$ cat config.mk
export PLATFORM = sky130hd
export DESIGN_NAME = pdp8_iot_ctl
export DESIGN_NICKNAME = d
export VERILOG_FILES = /design/src/rtl/pdp8_iot_ctl_pkg.sv /design/src/rtl/pdp8_iot_ctl.sv
export SDC_FILE = /design/constraint.sdc
export NUM_CORES = 1
export LEC_CHECK = 0
export CAP_MARGIN = 20
export CORE_ASPECT_RATIO = 1.25
export CORE_MARGIN = 2
export CORE_UTILIZATION = 31
export CTS_CLUSTER_DIAMETER = 60
export DETAILED_ROUTE_END_ITERATION = 10
export GPL_TIMING_DRIVEN = 0
export HOLD_SLACK_MARGIN = 0.1
export PLACE_DENSITY_LB_ADDON = 0.25
export SLEW_MARGIN = 10
export SYNTH_ARGS = -nofsm -noshare
export SYNTH_HDL_FRONTEND = slang
export SYNTH_SLANG_ARGS = --single-unit
export TNS_END_PERCENT = 20
$ cat constraint.sdc
create_clock -name clk -period 0.9 [get_ports clk]
set_input_delay 0.18 -clock clk [delete_from_list [all_inputs] [get_ports clk]]
set_output_delay 0.18 -clock clk [all_outputs]
set_load 0.005 [all_outputs]
$ cat src/rtl/pdp8_iot_ctl_pkg.sv
// Shared PDP-8 definitions: major-state codes, the processor's own IOT
// device code and the device-00 function codes.
package pdp8_defs;

    // CPU major states; any other 4-bit code is a non-fetch state.
    localparam logic [3:0] ST_F0 = 4'd0;
    localparam logic [3:0] ST_F1 = 4'd1;
    localparam logic [3:0] ST_F2 = 4'd2;
    localparam logic [3:0] ST_F3 = 4'd3;

    // Device code whose IOTs are executed inside the processor.
    localparam logic [5:0] CPU_DEV = 6'o00;

    // Function field of a device-00 IOT (mb[2:0]).
    typedef enum logic [2:0] {
        FN_SKON = 3'd0,
        FN_ION  = 3'd1,
        FN_IOF  = 3'd2,
        FN_SRQ  = 3'd3,
        FN_NOP4 = 3'd4,
        FN_NOP5 = 3'd5,
        FN_NOP6 = 3'd6,
        FN_CAF  = 3'd7
    } iot_fn_e;

endpackage : pdp8_defs

$ cat src/rtl/pdp8_iot_ctl.sv
// CPU-side IOT initiator and interrupt controller. Broadcasts the device
// code, executes device-00 IOTs, registers the device skip in F1 and makes
// the interrupt-take decision on the first clock of F3.
module pdp8_iot_ctl
    import pdp8_defs::*;
#(
    parameter logic [5:0] CPU_DEV    = pdp8_defs::CPU_DEV,
    parameter int         ION_DELAY  = 1,
    parameter int         NODEV_SKIP = 0
) (
    input  logic        clk,
    input  logic        reset,
    input  logic [3:0]  state,
    input  logic        iot,
    input  logic [11:0] mb,
    input  logic        io_selected,
    input  logic        io_skip,
    input  logic        io_interrupt,
    input  logic        int_inhibit,
    output logic [5:0]  io_select,
    output logic        io_clear,
    output logic        cpu_skip,
    output logic        ion,
    output logic        int_take,
    output logic        nodev
);

    logic       ion_q,      ion_d;
    logic       ion_dly_q,  ion_dly_d;
    logic       skip_q,     skip_d;
    logic       clear_q,    clear_d;
    logic       take_q,     take_d;
    logic       nodev_q,    nodev_d;
    logic [3:0] state_q;

    logic       is_cpu_dev;
    logic       f3_first;
    logic       int_cond;
    iot_fn_e    fn;

    // Opcode bits are decoded by the CPU; only device and function matter here.
    logic       unused_opcode;
    assign unused_opcode = ^mb[11:9];

    // Device code goes to the bus unconditionally; devices qualify it with F1 && iot.
    assign io_select = mb[8:3];

    assign is_cpu_dev = (mb[8:3] == CPU_DEV);
    assign fn         = iot_fn_e'(mb[2:0]);
    assign f3_first   = (state == ST_F3) && (state_q != ST_F3);
    assign int_cond   = ion_q && !ion_dly_q && io_interrupt && !int_inhibit;

    // Next-state decode for flags, registered skip and one-clock pulses.
    always_comb begin
        // NOTE: every output of this block gets a default first, so no path
        // leaves a variable unassigned and no latch is inferred.
        ion_d     = ion_q;
        ion_dly_d = ion_dly_q;
        skip_d    = skip_q;
        clear_d   = 1'b0;
        take_d    = 1'b0;
        nodev_d   = 1'b0;

        if (state == ST_F0) begin
            skip_d = 1'b0;
        end

        if (state == ST_F1) begin
            skip_d = 1'b0;
            if (iot) begin
                if (is_cpu_dev) begin
                    unique case (fn)
                        FN_SKON: begin
                            skip_d    = ion_q;
                            ion_d     = 1'b0;
                            ion_dly_d = 1'b0;
                        end
                        FN_ION: begin
                            ion_d     = 1'b1;
                            ion_dly_d = (ION_DELAY != 0);
                        end
                        FN_IOF: begin
                            ion_d     = 1'b0;
                            ion_dly_d = 1'b0;
                        end
                        FN_SRQ: begin
                            skip_d = io_interrupt;
                        end
                        FN_CAF: begin
                            ion_d     = 1'b0;
                            ion_dly_d = 1'b0;
                            clear_d   = 1'b1;
                        end
                        FN_NOP4, FN_NOP5, FN_NOP6: begin
                        end
                    endcase
                end else begin
                    skip_d = io_skip;
                    if (!io_selected) begin
                        nodev_d = 1'b1;
                        skip_d  = (NODEV_SKIP != 0);
                    end
                end
            end
        end

        // End-of-instruction decision, only on the first clock of a long F3.
        if (f3_first) begin
            if (int_cond) begin
                take_d    = 1'b1;
                ion_d     = 1'b0;
                ion_dly_d = 1'b0;
            end else if (ion_dly_q) begin
                ion_dly_d = 1'b0;
            end
        end
    end

    // State register for flags, pulses and the previous major state.
    // NOTE: asynchronous reset clears everything at once, so a reset that
    // lands mid-instruction cannot leave a pulse or skip behind.
    always_ff @(posedge clk or posedge reset) begin
        if (reset) begin
            ion_q     <= 1'b0;
            ion_dly_q <= 1'b0;
            skip_q    <= 1'b0;
            clear_q   <= 1'b0;
            take_q    <= 1'b0;
            nodev_q   <= 1'b0;
            state_q   <= ST_F0;
        end else begin
            // NOTE: non-blocking assignments so every register samples the
            // pre-edge values regardless of statement order.
            ion_q     <= ion_d;
            ion_dly_q <= ion_dly_d;
            skip_q    <= skip_d;
            clear_q   <= clear_d;
            take_q    <= take_d;
            nodev_q   <= nodev_d;
            state_q   <= state;
        end
    end

    assign ion      = ion_q;
    assign cpu_skip = skip_q;
    assign io_clear = clear_q;
    assign int_take = take_q;
    assign nodev    = nodev_q;

endmodule : pdp8_iot_ctl

**Word-level counts from Yosys, hierarchy flattened**

Cells that the tools add are included.

- Bits in registers: 10
- Input port bits: 23
- Logic and storage cells: 54

- Equality and inequality tests: 7
- Mux-type cells: 29
- Reduce and logical (&&, ||, !) cells: 11

Operators with widths:

| operator | count |
|---|---|
| 1-bit 2-to-1 mux | 26 |
| 3-bit by 2-bit == test with 1-bit output, second input constant | 2 |
| 6-bit zero test | 1 |
| 1-bit case mux with 2 select lines | 3 |
| 4-bit by 1-bit == test with 1-bit output, second input constant | 1 |
| 4-bit by 2-bit == test with 1-bit output, second input constant | 1 |
| 1-bit logical AND | 4 |
| 4-bit zero test | 1 |
| 4-bit by 2-bit != test with 1-bit output, second input constant | 1 |
| 3-bit by 1-bit == test with 1-bit output, second input constant | 1 |
| 3-bit == test, second input constant | 1 |
| 3-bit zero test | 1 |
| 3-bit OR reduction | 1 |
| 1-bit zero test | 2 |
| 2-bit nonzero test | 1 |

**Logic depth before layout (Yosys ltp)**

Gate-level depths: netlist of the first run.

- Depth in word-level cells: 9
- Mapped depth: 4
- Mapped depth without buffers: 4

**Worst setup path after synthesis of the first run**

No wires, ideal clock.

- Path type: input to register
- Start point: input port mb[4]
- End point: register ion_q (netlist: ion)
- Data arrival time: 1.207 ns
- Data required time: 0.806 ns
- Path slack: -0.401 ns
- Stages on the path: 4
- Buffers on the path: 0
- Cells stage by stage: nor4_4 -> nand4_2 -> or3_1 -> a221oi_2

- Word-level cells in the longest chain between the ends: 6

RTL lines:

| item | line | RTL |
|---|---|---|
| start, declared | pdp8_iot_ctl.sv:15 | `input logic [11:0] mb,` |
| 6-bit zero test (*) | pdp8_iot_ctl.sv:48 | `assign is_cpu_dev = (mb[8:3] == CPU_DEV);` |
| 1-bit 2-to-1 mux (*) | pdp8_iot_ctl.sv:71 | `if (is_cpu_dev) begin` |
| 1-bit 2-to-1 mux (*) | pdp8_iot_ctl.sv:70 | `if (iot) begin` |
| 1-bit 2-to-1 mux (*) | pdp8_iot_ctl.sv:68 | `if (state == ST_F1) begin` |
| 1-bit 2-to-1 mux | pdp8_iot_ctl.sv:109 | `if (int_cond) begin` |
| 1-bit 2-to-1 mux (*) | pdp8_iot_ctl.sv:108 | `if (f3_first) begin` |
| via ion_d | pdp8_iot_ctl.sv:28 | `logic ion_q, ion_d;` |
| end signal, assigned | pdp8_iot_ctl.sv:134 | `ion_q <= ion_d;` |
| end, declared | pdp8_iot_ctl.sv:28 |  |

Mark *: on every way through the listed nets, which the timed path passes. The rest lies on a longest branch.
A chain may end at the register's enable or synchronous reset.

**Final worst setup path of the first run**

Same ends and word-level chain as after synthesis.

==> results of run 1 <==
-- sequential cells by signal, summed over array words and instances, names as in the netlist --
register / flops
ion: 1
nodev: 1
io_clear: 1
ion_dly_q: 1
cpu_skip: 1
int_take: 1
state_q: 4
-- metrics by stage --
stage	utilization (%)	worst slack [ns]	TNS (ns)	cell area, um^2
global route	58.70	-0.3874	-1.142	928.4
CTS	58.39	-0.3314	-1.276	923.4
global placement	53.88	-0.9797	-7.859	852.1
finish	58.70	-0.3226	-0.7913	928.4
detailed placement	53.88	-0.9933	-8.141	852.1
floorplan	-	-0.3851	-0.8964	529.3
-- layout make-up --
class / count / area (um^2)
Inverter: 6 / 22.52
Timing Repair Buffer: 37 / 306.5
Clock buffer: 3 / 22.52
Fill cell: 151 / 653.1
Sequential cell: 10 / 250.2
Buffer: 6 / 45.04
Multi-Input combinational cell: 30 / 259.0
Tap cell: 18 / 22.52
-- path summary, 6_finish.rpt --
path / startpoint / end / slack [ns]
min: reset / state_q[1]$_DFF_PP0_ / 0.20
min reg2reg: ion_dly_q$_DFF_PP0_ / ion_dly_q$_DFF_PP0_ / 0.53
min in group clk: state[3] / state_q[3]$_DFF_PP0_ / 0.24
max in group asynchronous: reset / state_q[2]$_DFF_PP0_ / 0.43
max: mb[4] / ion$_DFF_PP0_ / -0.32
max reg2reg: ion$_DFF_PP0_ / cpu_skip$_DFFE_PP0P_ / -0.17
-- repair_timing --
| action | 4_1_cts | 5_1_grt |
|---|---|---|
| endpoints found under the setup margin | 17 | 10 |
| buffers inserted | 4 | 1 |
| pin swaps | 8 | 7 |
| hold endpoints to repair | 2 | 0 |
| hold buffers | 2 | 0 |
| gates resized for setup | 63 | 11 |
-- routing by layer --
layer  vias to the layer above  part of all wire [%]  track usage, %
met1                       259                    39           18.93
li1                        259                     -               -
met4                         0                  0.70           6.667
met2                        13                    55           26.30
met3                         2                   4.8           3.097
met5                         -                     0               0
-- layout by cell type (no fill, tap or decap), drive strengths merged, types with 3 or more instances in the layout --
cell	instances
dlygate4sd2	8
clkdlybuf4s50	5
inv	6
nor2	5
clkbuf	8
buf	22
nand4	3
dfrtp	10
nand2	4
-- worst register-to-register path: stages, from the launching register on --
cell      delay, ns
dfrtp_1        0.35
buf_4          0.13
a31oi_1        0.08
or3_4          0.37
o221ai_2       0.06
-- power groups by stage --
stage | registers, uW | clock network, uW | logic [uW]
6_report | 466 | 280 | 210
5_1_grt | 466 | 314 | 229
4_1_cts | 466 | 293 | 207
3_5_place_dp | 474 | 0 | 206
3_3_place_gp | 474 | 0 | 202
2_1_floorplan | 473 | 0 | 58.9
-- kinds of logic (layout without fill, tap and decap cells) --
logic type	after synthesis	count (layout)	synth area share [%]
simple gates	23	23	28.61
buf+inv	12	52	12.77
flops	10	10	47.28
compound gates	7	7	11.35
==> metrics, run 1 <==
outcome=finished with violations; failing checks=setup timing; Sink Count=10; Critical path buffers and inverters=1; crit path max fanout=2; Critical Path RT=1.05 ns; Synth Flop Type=dfrtp_1; layout cell share with drive strength beyond 1=45.65%; WP depth=5; Die Ht=50.20 um; Avg WL per Cell=13.07 um; Hold Vio Cnt, Final=0; worst min path class=input pin to asynchronous set/reset pin; Flop pwr share=48.7%; FP Rows=16; first-pass GRT wire length=2.242 mm; GRT Total Usage=15.96%; NetSw=217.9 uW; Syn Inst Count=52; Final GP Congestion=around 0.7; TritonCTS clock tree=built; DRC violations left=0; LEAKAGE=0.0004432 uW; clk buf depth=2; reg2reg path depth=4; number of synthesized register bits=10; die area=2056 um^2; Clk network pwr share=29.3%; nets=between 100 and 150; Via-to-Cell Ratio=4.845; critical path arrival=1.38 ns; Tcrit/Tclk final=135.8%; PD cells=1030 nW/um^2; number of flops mapped to enable cells by yosys=0; maxcap violations=0; Fmax=817.9 MHz; Vias=~530; Synth area leaders=dfrtp_1 47%, buf_4 8.5%, inv_1 4.3%, nor4_4 4.0%, nor2_1 3.5%; Avg Synthesized Cell Area=10.18 um^2; DR pass1 iterations=4; worst-margin pin slew=0.3728 ns; Netlist Area Pre-Place=529.3 um^2; largest net degree at the start of global routing=11; Pint=738.0 uW; Total Wirelength=around 1.4 mm; Pwr Total=955.9 uW; startpoint types=input pin; worst-path cell chain=buf_6 -> nor4_4 -> nand4_4 -> or3_4 -> a221oi_2; relative slew slack=75.12%; initial antenna violation count=0; synth warn=0; detailed router's first-iteration violation count=10; core box area=roughly 1600 um^2; Period minus WS final=1.223 ns; Final setup violation count=5; sw frac=22.80%; top-count cell post-synth=dfrtp_1; max-slew violations=0; CP max stage delay=about 0.35 ns; IO buf count=30; total CTS buffers=3; Peak VDD IR=0.6942 mV; CP Capture Type=register; Reg clk slew, reported paths=around 0.06 ns; ANT cells=0; Syn Nets=75; dpl hpwl=1.031 mm; clock skew=around 0.0071 ns; worst hold margin=0.1991 ns; Comb pwr share=22.0%; # IOs=34; ys async rst share=100.0%; Final ANT Viol Nets=0; Synth area leader=dfrtp_1; library cells used by synthesis=24; crit path kind=input pin to register; Placed Instances=100; initial core utilization=between 30% and 40%; number of global-route vias before repair=540; Final Non-Filler Cells=110; clk_lat worst skew=between 0.2 and 0.3 ns; synth cell count leaders=10 x dfrtp_1, 6 x buf_4, 6 x inv_1; top cell type's share of synthesized area=47.28%; clock root buffer=clkbuf_4; Die Wd=40.96 um; CTS H-tree depth=1; sequential fraction of the synthesis area=47.28%; grt total ovfl=0; setup ws final=-0.3226 ns; unrepaired setup endpoints after global routing=true; Crit path max-delay family=simple AND/OR/NAND/NOR gates; Area Growth Syn to Fin=75.41%; Slowest-stage cell, CP=nor4_4
No activity file was read; power rests on OpenSTA's default activity.
==> run 2: changes to the inputs <==
- CTS_CLUSTER_SIZE: default -> 28
- GPL_TIMING_DRIVEN: 0 -> default
==> run 2 against run 1 <==
  * The flow still finishes with violations (setup timing)
  * Sequential power hardly changed
  * Cell area is 4.4% higher
  * Clock-buffer cell count stayed put
  * Register-to-register slack worse by 0.08 ns
  * Non-clock buffer count is 4 higher
  * Via count is 1.3% higher
  * Final cell count is 3.6% higher
  * Flip-flop and latch count stayed put
  * Power is 2.4% higher
==> metrics, run 2 (same netlist as run 1, synthesis figures left out) <==
clk_lat worst skew=0.26 ns (about the same); Area Growth Syn to Fin=83.21%; GRT Total Usage=16.15% (+0.20 points); wire length on met1=556 um (-1.2%); clock skew=0.004739 ns (-0.002361 ns); ANT cells=0 (unchanged); clk buf depth=2 (unchanged); IO buf count=30 (unchanged); Die Ht=50.20 um (unchanged); Period minus WS final=1.179 ns (-0.04340 ns); commonest cells after routing, fill and taps aside=12 x buf_4, 11 x dlygate4sd2_1, 10 x dfrtp_1; Die Wd=40.96 um (unchanged); worst-margin pin slew=0.2965 ns (-0.07636 ns); Pwr Total=978.9 uW (+2.4%); maxcap violations=0 (unchanged); layout cell share with drive strength beyond 1=41.67% (-4.0 points); worst min path class=input pin to asynchronous set/reset pin; dpl hpwl=1.062 mm (+3.0%); worst hold margin=0.2235 ns (+0.02431 ns); max-slew violations=0 (unchanged); nets=121 (+3.4%); Fmax=848.0 MHz (+3.7%); Reg clk slew, reported paths=0.06 ns (about the same); DR top layer=met3; clock root buffer=clkbuf_4; Avg WL per Cell=12.75 um (-2.4%); # IOs=34 (unchanged); Via-to-Cell Ratio=4.737 (-2.2%); Final ANT Viol Nets=0 (unchanged); failing checks=setup timing; die area=2056 um^2 (unchanged); Final setup violation count=7 (+2); Vias=540 (+1.3%); crit path max fanout=3 (+1); Hold Vio Cnt, Final=0 (unchanged); Sink Count=10 (unchanged); critical path arrival=1.35 ns (-0.03 ns); Total Wirelength=1.454 mm (+1.1%); fillers=153 (+1.3%); met3 wire length=69 um (unchanged); core box area=1582 um^2 (unchanged); dpl ws=-0.8997 ns (+0.09363 ns); FF-to-FF Start=ion$_DFF_PP0_; Peak VDD IR=0.5783 mV (-17%); routed wl met2=828 um (+4.2%); unrepaired setup endpoints after global routing=true; LEAKAGE=0.0004700 uW (+6.0%); DRC violations left=0 (unchanged); DR pass1 iterations=4 (unchanged); Final Util=61.31% (+2.6 points); Final GP Congestion=0.7468 (+6.4%); relative slew slack=80.09% (+5.0 points); setup ws final=-0.2792 ns (+0.04340 ns); Tcrit/Tclk final=131.0% (-4.8 points); FP Rows=16 (unchanged); outcome=finished with violations; initial antenna violation count=0 (unchanged); PD cells=1010 nW/um^2 (-2.0%); critical path launch point=mb[3]; startpoint types=input pin; leading cell type in the layout, fill and taps excluded=buf_4; Largest register FFs=4 (unchanged); CTS H-tree depth=1 (unchanged); Top reg by flops=state_q; number of global-route vias before repair=536 (-0.74%); total CTS buffers=3 (unchanged); grt total ovfl=0 (unchanged); TritonCTS clock tree=built; detailed router's first-iteration violation count=3 (-7); initial core utilization=33.47% (unchanged); crit path kind=input pin to register; Critical Path RT=1.07 ns (+0.02 ns); largest net degree at the start of global routing=11 (unchanged); CP Capture Type=register; first-pass GRT wire length=2.242 mm (unchanged)
run 2: what timing repair did:
action | 4_1_cts | 5_1_grt
hold buffers | 2 | 1
gates resized for setup | 58 | 8
pin swaps | 9 | 7
cloned | 0 | 0
buffers inserted | 3 | 2
endpoints found under the hold margin | 2 | 1
endpoints found under the setup margin | 17 | 11
run 2: worst paths after layout:
kind	endpoint	slack, ns	cells past startpoint
max	ion$_DFF_PP0_	-0.28	5
min	ion$_DFF_PP0_	0.22	3
max reg2reg	cpu_skip$_DFFE_PP0P_	-0.25	4
min reg2reg	ion_dly_q$_DFF_PP0_	0.59	2
max in group asynchronous	int_take$_DFF_PP0_	0.57	3
min in group clk	state_q[0]$_DFF_PP0_	0.28	2
run 2: metrics by stage:
step / cell area [um^2] / setup TNS, ns / cells
finish: 969.7 / -0.8636 / 114
global route: 969.7 / -1.267 / 114
global placement: 887.1 / -7.218 / 103
floorplan: 529.3 / -0.8964 / 52
CTS: 967.2 / -1.333 / 111
detailed placement: 887.1 / -7.496 / 103
run 2: final cells by class:
class / count / area [um^2] / area share (%)
flip-flops and latches: 10 / 250.2 / 25.81
multi-input cells: 30 / 252.7 / 26.06
repair buffers: 47 / 399.1 / 41.16
well taps: 18 / 22.52 / 2.323
clock buffers: 3 / 22.52 / 2.323
inverters: 6 / 22.52 / 2.323
run 2: where the power goes:
part | internal [uW] | switching, uW
Sequential | 462 | 3.80
Combinational | 136 | 87.2
Clock | 154 | 137
run 2: worst max-delay path: stages:
cell and delay [ns]:
buf_6 0.10, nor4_4 0.34, nand4_4 0.12, or3_4 0.35, a221oi_2 0.26
run 2: metal layers:
metal,vias to the layer above,track usage [%]
met4,0,5.000
met3,0,5.310
met1,253,17.90
met2,17,27.34
met5,-,0
li1,270,-
